$ cat src/rtl/wb_mbox_bridge.sv
// Wishbone classic slave that carries SoC control bits and two 32-bit mailbox FIFOs
// (TX: management to SoC, RX: SoC to management) with a level interrupt on RX data.
module wb_mbox_bridge #(
  parameter int DEPTH = 4,
  parameter int CNT_W = 4
) (
  input  logic        clk_i,
  input  logic        rst_ni,
  input  logic        wbs_stb_i,
  input  logic        wbs_cyc_i,
  input  logic        wbs_we_i,
  input  logic [3:0]  wbs_sel_i,
  input  logic [31:0] wbs_adr_i,
  input  logic [31:0] wbs_dat_i,
  output logic        wbs_ack_o,
  output logic [31:0] wbs_dat_o,
  output logic [31:0] tx_data_o,
  output logic        tx_valid_o,
  input  logic        tx_ready_i,
  input  logic [31:0] rx_data_i,
  input  logic        rx_valid_i,
  output logic        rx_ready_o,
  output logic        soc_rst_no,
  output logic [1:0]  boot_sel_o,
  output logic        irq_o
);
  localparam int PW = (DEPTH > 1) ? $clog2(DEPTH) : 1;
  localparam logic [CNT_W-1:0] FULL_CNT = CNT_W'(DEPTH);

  logic             ack_q, ack_d;
  logic [31:0]      dat_q, dat_d;
  logic [3:0]       ctrl_q, ctrl_d;
  logic             ovf_q, ovf_d, udf_q, udf_d, irq_q, irq_d;
  logic [31:0]      tx_mem_q [DEPTH];
  logic [31:0]      rx_mem_q [DEPTH];
  logic [PW-1:0]    tx_wp_q, tx_wp_d, tx_rp_q, tx_rp_d;
  logic [PW-1:0]    rx_wp_q, rx_wp_d, rx_rp_q, rx_rp_d;
  logic [CNT_W-1:0] tx_cnt_q, tx_cnt_d, rx_cnt_q, rx_cnt_d;

  logic [5:0]  off;
  logic        accept, wr, rd;
  logic        tx_full, tx_empty, rx_full, rx_empty;
  logic        tx_push, tx_pop, rx_push, rx_pop;
  logic [31:0] status, rdata;
  logic        unused_ok;

  assign unused_ok = ^{wbs_adr_i[31:8], wbs_adr_i[1:0], wbs_sel_i[3:1]};

  always_comb begin
    off      = wbs_adr_i[7:2];
    accept   = wbs_stb_i & wbs_cyc_i & ~ack_q;
    wr       = accept & wbs_we_i;
    rd       = accept & ~wbs_we_i;
    tx_full  = (tx_cnt_q == FULL_CNT);
    tx_empty = (tx_cnt_q == '0);
    rx_full  = (rx_cnt_q == FULL_CNT);
    rx_empty = (rx_cnt_q == '0);
    // Full/empty decisions use pre-edge occupancy, so a same-cycle SoC pop
    // never rescues a push into a full TX FIFO.
    tx_push  = wr && (off == 6'd2) && !tx_full;
    tx_pop   = !tx_empty && tx_ready_i;
    rx_push  = rx_valid_i && rx_ready_o;
    rx_pop   = rd && (off == 6'd3) && !rx_empty;

    status        = '0;
    status[0]     = tx_full;
    status[1]     = tx_empty;
    status[2]     = rx_full;
    status[3]     = rx_empty;
    status[7:4]   = 4'(tx_cnt_q);
    status[11:8]  = 4'(rx_cnt_q);
    status[12]    = ovf_q;
    status[13]    = udf_q;

    rdata = '0;
    case (off)
      6'd0: rdata = {28'd0, ctrl_q};
      6'd1: rdata = status;
      6'd3: if (!rx_empty) rdata = rx_mem_q[rx_rp_q];
      default: rdata = '0;
    endcase

    ack_d  = accept;
    dat_d  = rd ? rdata : '0;
    ctrl_d = ctrl_q;
    if (wr && (off == 6'd0) && wbs_sel_i[0]) ctrl_d = wbs_dat_i[3:0];

    ovf_d = ovf_q;
    if (wr && (off == 6'd1) && wbs_dat_i[12]) ovf_d = 1'b0;
    if (wr && (off == 6'd2) && tx_full)       ovf_d = 1'b1;
    udf_d = udf_q;
    if (wr && (off == 6'd1) && wbs_dat_i[13]) udf_d = 1'b0;
    if (rd && (off == 6'd3) && rx_empty)      udf_d = 1'b1;

    tx_wp_d  = tx_push ? tx_wp_q + 1'b1 : tx_wp_q;
    tx_rp_d  = tx_pop  ? tx_rp_q + 1'b1 : tx_rp_q;
    rx_wp_d  = rx_push ? rx_wp_q + 1'b1 : rx_wp_q;
    rx_rp_d  = rx_pop  ? rx_rp_q + 1'b1 : rx_rp_q;
    tx_cnt_d = tx_cnt_q + CNT_W'(tx_push) - CNT_W'(tx_pop);
    rx_cnt_d = rx_cnt_q + CNT_W'(rx_push) - CNT_W'(rx_pop);
    irq_d    = ctrl_q[3] & ~rx_empty;
  end

  always_ff @(posedge clk_i) begin
    if (!rst_ni) begin
      ack_q    <= 1'b0;
      dat_q    <= '0;
      ctrl_q   <= '0;
      ovf_q    <= 1'b0;
      udf_q    <= 1'b0;
      irq_q    <= 1'b0;
      tx_wp_q  <= '0;
      tx_rp_q  <= '0;
      rx_wp_q  <= '0;
      rx_rp_q  <= '0;
      tx_cnt_q <= '0;
      rx_cnt_q <= '0;
    end else begin
      ack_q    <= ack_d;
      dat_q    <= dat_d;
      ctrl_q   <= ctrl_d;
      ovf_q    <= ovf_d;
      udf_q    <= udf_d;
      irq_q    <= irq_d;
      tx_wp_q  <= tx_wp_d;
      tx_rp_q  <= tx_rp_d;
      rx_wp_q  <= rx_wp_d;
      rx_rp_q  <= rx_rp_d;
      tx_cnt_q <= tx_cnt_d;
      rx_cnt_q <= rx_cnt_d;
    end
  end

  // Storage needs no reset: the pointers and counts define what is valid.
  always_ff @(posedge clk_i) begin
    if (tx_push) tx_mem_q[tx_wp_q] <= wbs_dat_i;
    if (rx_push) rx_mem_q[rx_wp_q] <= rx_data_i;
  end

  assign wbs_ack_o  = ack_q;
  assign wbs_dat_o  = dat_q;
  assign tx_data_o  = tx_mem_q[tx_rp_q];
  assign tx_valid_o = ~tx_empty;
  assign rx_ready_o = rst_ni & ~rx_full;
  assign soc_rst_no = ctrl_q[0];
  assign boot_sel_o = ctrl_q[2:1];
  assign irq_o      = irq_q;
endmodule

$ cat config.mk
export PLATFORM = sky130hd
export DESIGN_NAME = wb_mbox_bridge
export DESIGN_NICKNAME = d
export VERILOG_FILES = /design/src/rtl/wb_mbox_bridge.sv
export SDC_FILE = /design/constraint.sdc
export NUM_CORES = 1
export LEC_CHECK = 0
export ABC_CLOCK_PERIOD_IN_PS = 3520
export BUFFER_PORTS_ARGS = -buffer_cell sky130_fd_sc_hd__buf_4
export CORE_MARGIN = 1.5
export CORE_UTILIZATION = 56
export DETAILED_ROUTE_END_ITERATION = 12
export GPL_ROUTABILITY_DRIVEN = 0
export HOLD_SLACK_MARGIN = 0.06
export PLACE_DENSITY_LB_ADDON = 0.3
export SETUP_SLACK_MARGIN = 0.05
export SYNTH_ARGS = -nofsm -noshare
export SYNTH_HDL_FRONTEND = slang
export SYNTH_SLANG_ARGS = --single-unit
$ cat constraint.sdc
create_clock -name clk_i -period 3.52 [get_ports clk_i]
set_clock_uncertainty 0.1 [all_clocks]
set_input_delay 0.704 -clock clk_i [delete_from_list [all_inputs] [get_ports clk_i]]
set_output_delay 0.704 -clock clk_i [all_outputs]
set_load 0.01 [all_outputs]
==> out/qor.yml <==
outcome: "complete, no violations"
startpoint_type: "register"
path_buf_inv: 2
syn_area_um2: 11700
cts_tree: "yes"
rsz0062_at_grt: "false"
critPathTopFamily: "flip-flops"
hold_buffers: 0
clock_latency_ns: 0.54
finalHoldViolations: 0
core-area_um2: 20400
fin_tns_setup_ns: 0
ioPinCount: 178
syn_inst: 590
layout_common_cells: "edfxtp_1 (256), buf_4 (161), mux4_2 (64), dfxtp_1 (58), nor2_1 (35)"
drt_iter0_drc: 301
synth_edf_count: 256
async_flop_share_pct: 0
wl_um: 22000
cp_max_fo: 14
syn_nets: 719
port_buffers: 148
period_share_pct: 87.0
syn-mean-instance-area_um2: 19.9
die_y_um: 148
grt_pass1_vias: 6195
path_cells: "buf_4 > mux4_2 > buf_4"
setup_viol: 0
detail_route.vias_per_cell: 5.57
die_area_um2: 21900
ctsResizeCount: 0
maxCapViolCount: 0
clkTransAtPathRegs_ns: 0.06
start_util_pct: 57.5
fin_crit_ns: 3.06
synth-seq-cells: 316
slowest_delay_ns: 0.64
path_common_cell: "buf_4"
powerDensity_nw_per_um2: 620
slew_violations: 0
chipWidth_um: 148
dp_worst_setup_slack_ns: 0.302
num_vias: 5864
p_leak_nw: 5.10
clock-sinks: 316
cts_buffer_depth: 3
setup_ws_ns: 0.457
rows: 52
worstPathArrival_ns: 2.26
syn_to_final_growth_pct: 22.2
firstDrtPassIters: 5
whs_ns: 0.258
nets: 888
antenna_found_initial: 0
final_core_util_pct: 70.3
total_power_mw: 8.90
htreeDepth: 1
ys_warn_count: 0
ir_drop_v: 0.000442
criticalPathCategory: "register to primary output"
fill_cells: 1297
max_freq_ghz: 0.327
wire_per_inst_um: 20.9
postCtsSetupRepairBufs: 0
hpwlAfterDp_um: 13700
grt_pass1_wl_um: 33600
yosysSeqAreaShare_pct: 75.7
final_common_cell: "edfxtp_1"
relSlewSlack_pct: 32.8
hold_path_class: "input pin to register"
cts-root-buf: "clkbuf_16"
worst_pin_slew_ns: 1.00
synth_flop_cell: "edfxtp_1"
ant_nets: 0
grt_util_all_layers_pct: 20.2
ys_types: 42
diodes: 0
cp-end-kind: "primary output"
grt_overflow: 0
drive_gt1_share_pct: 38.1
worstPathRequired_ns: 2.72
critPathSlowestCell: "dfxtp_2"
grt_max_degree: 33
drc_errors: 0
cts_made_buffers: 30
## metal layers
metal	up-vias	wire length (um)	GRT usage, %
met5	-	0	0
met2	207	11300	34.9
li1	2654	-	-
met3	29	1510	3.73
met1	2974	8920	26.8
met4	0	337	5.20
## sequential cells by signal (all words and copies together), names as in the netlist, named ones only
name and cells:
ctrl_q 4, irq_o 1, ovf_q 1, rx_cnt_q 4
rx_mem_q 128, rx_rp_q 2, rx_wp_q 2, tx_cnt_q 4
tx_mem_q 128, tx_rp_q 2, tx_wp_q 2, udf_q 1
wbs_ack_o 1, wbs_dat_o 32
## report_power, final
| group | total, mW | internal, mW | leakage [nW] | switching [mW] |
|---|---|---|---|---|
| registers | 4.22 | 4.14 | 2.80 | 0.0879 |
| logic | 1.16 | 0.629 | 1.76 | 0.536 |
| clock network | 3.51 | 2.18 | 0.538 | 1.33 |
## synth_stat cells (4+ instances only)
master    number  area, um2
xnor2_1        7       61.3
edfxtp_1     256       7690
nor3b_1        4       30.0
ha_1          20        250
and2_1        12       75.1
inv_1         22       82.6
mux2i_1        7       70.1
nand2_1        5       18.8
a22oi_1       13       97.6
clkbuf_1      13       48.8
mux4_2        64       1440
a21oi_1        4       20.0
buf_2          7       35.0
nor2_1        35        131
dfxtp_1       60       1200
and3_1        20        125
## cell families after synthesis
kind of cell / after synthesis / share of synthesized area, %
and+or+nand+nor: 95 / 4.73
buffers and inverters: 50 / 1.93
muxes: 72 / 13.0
AOI/OAI and AO/OA: 26 / 1.59
adders and majority gates: 22 / 2.47
DFF: 316 / 75.7
xor gates and xnor gates: 9 / 0.671
## through the flow
step / area [um2] / instances
4_1_cts: 14400 / 1053
2_1_floorplan: 11700 / 590
5_1_grt: 14400 / 1053
3_5_place_dp: 13300 / 997
6_report: 14400 / 1053
3_3_place_gp: 13300 / 997
## final timing paths
check,from,end,slack [ns],cells past startpoint
min reg2reg,tx_cnt_q[3],wbs_dat_o[7],0.43,2
min,wbs_dat_i[31],tx_mem_q[3][31],0.26,1
max,register,tx_data_o[5],0.46,3
max reg2reg,rx_cnt_q[2],rx_cnt_q[1],0.85,10
## layout make-up
class,instances,area [um2],share of cell area (%)
tap,270,338,2.35
timing repair buffer,165,1290,8.98
multi-input combinational,224,2650,18.5
sequential,316,8890,61.9
clock buffer,38,832,5.80
inverter,22,82.6,0.575
clock inverter,18,272,1.89
Power figures use the tool's default switching activity.
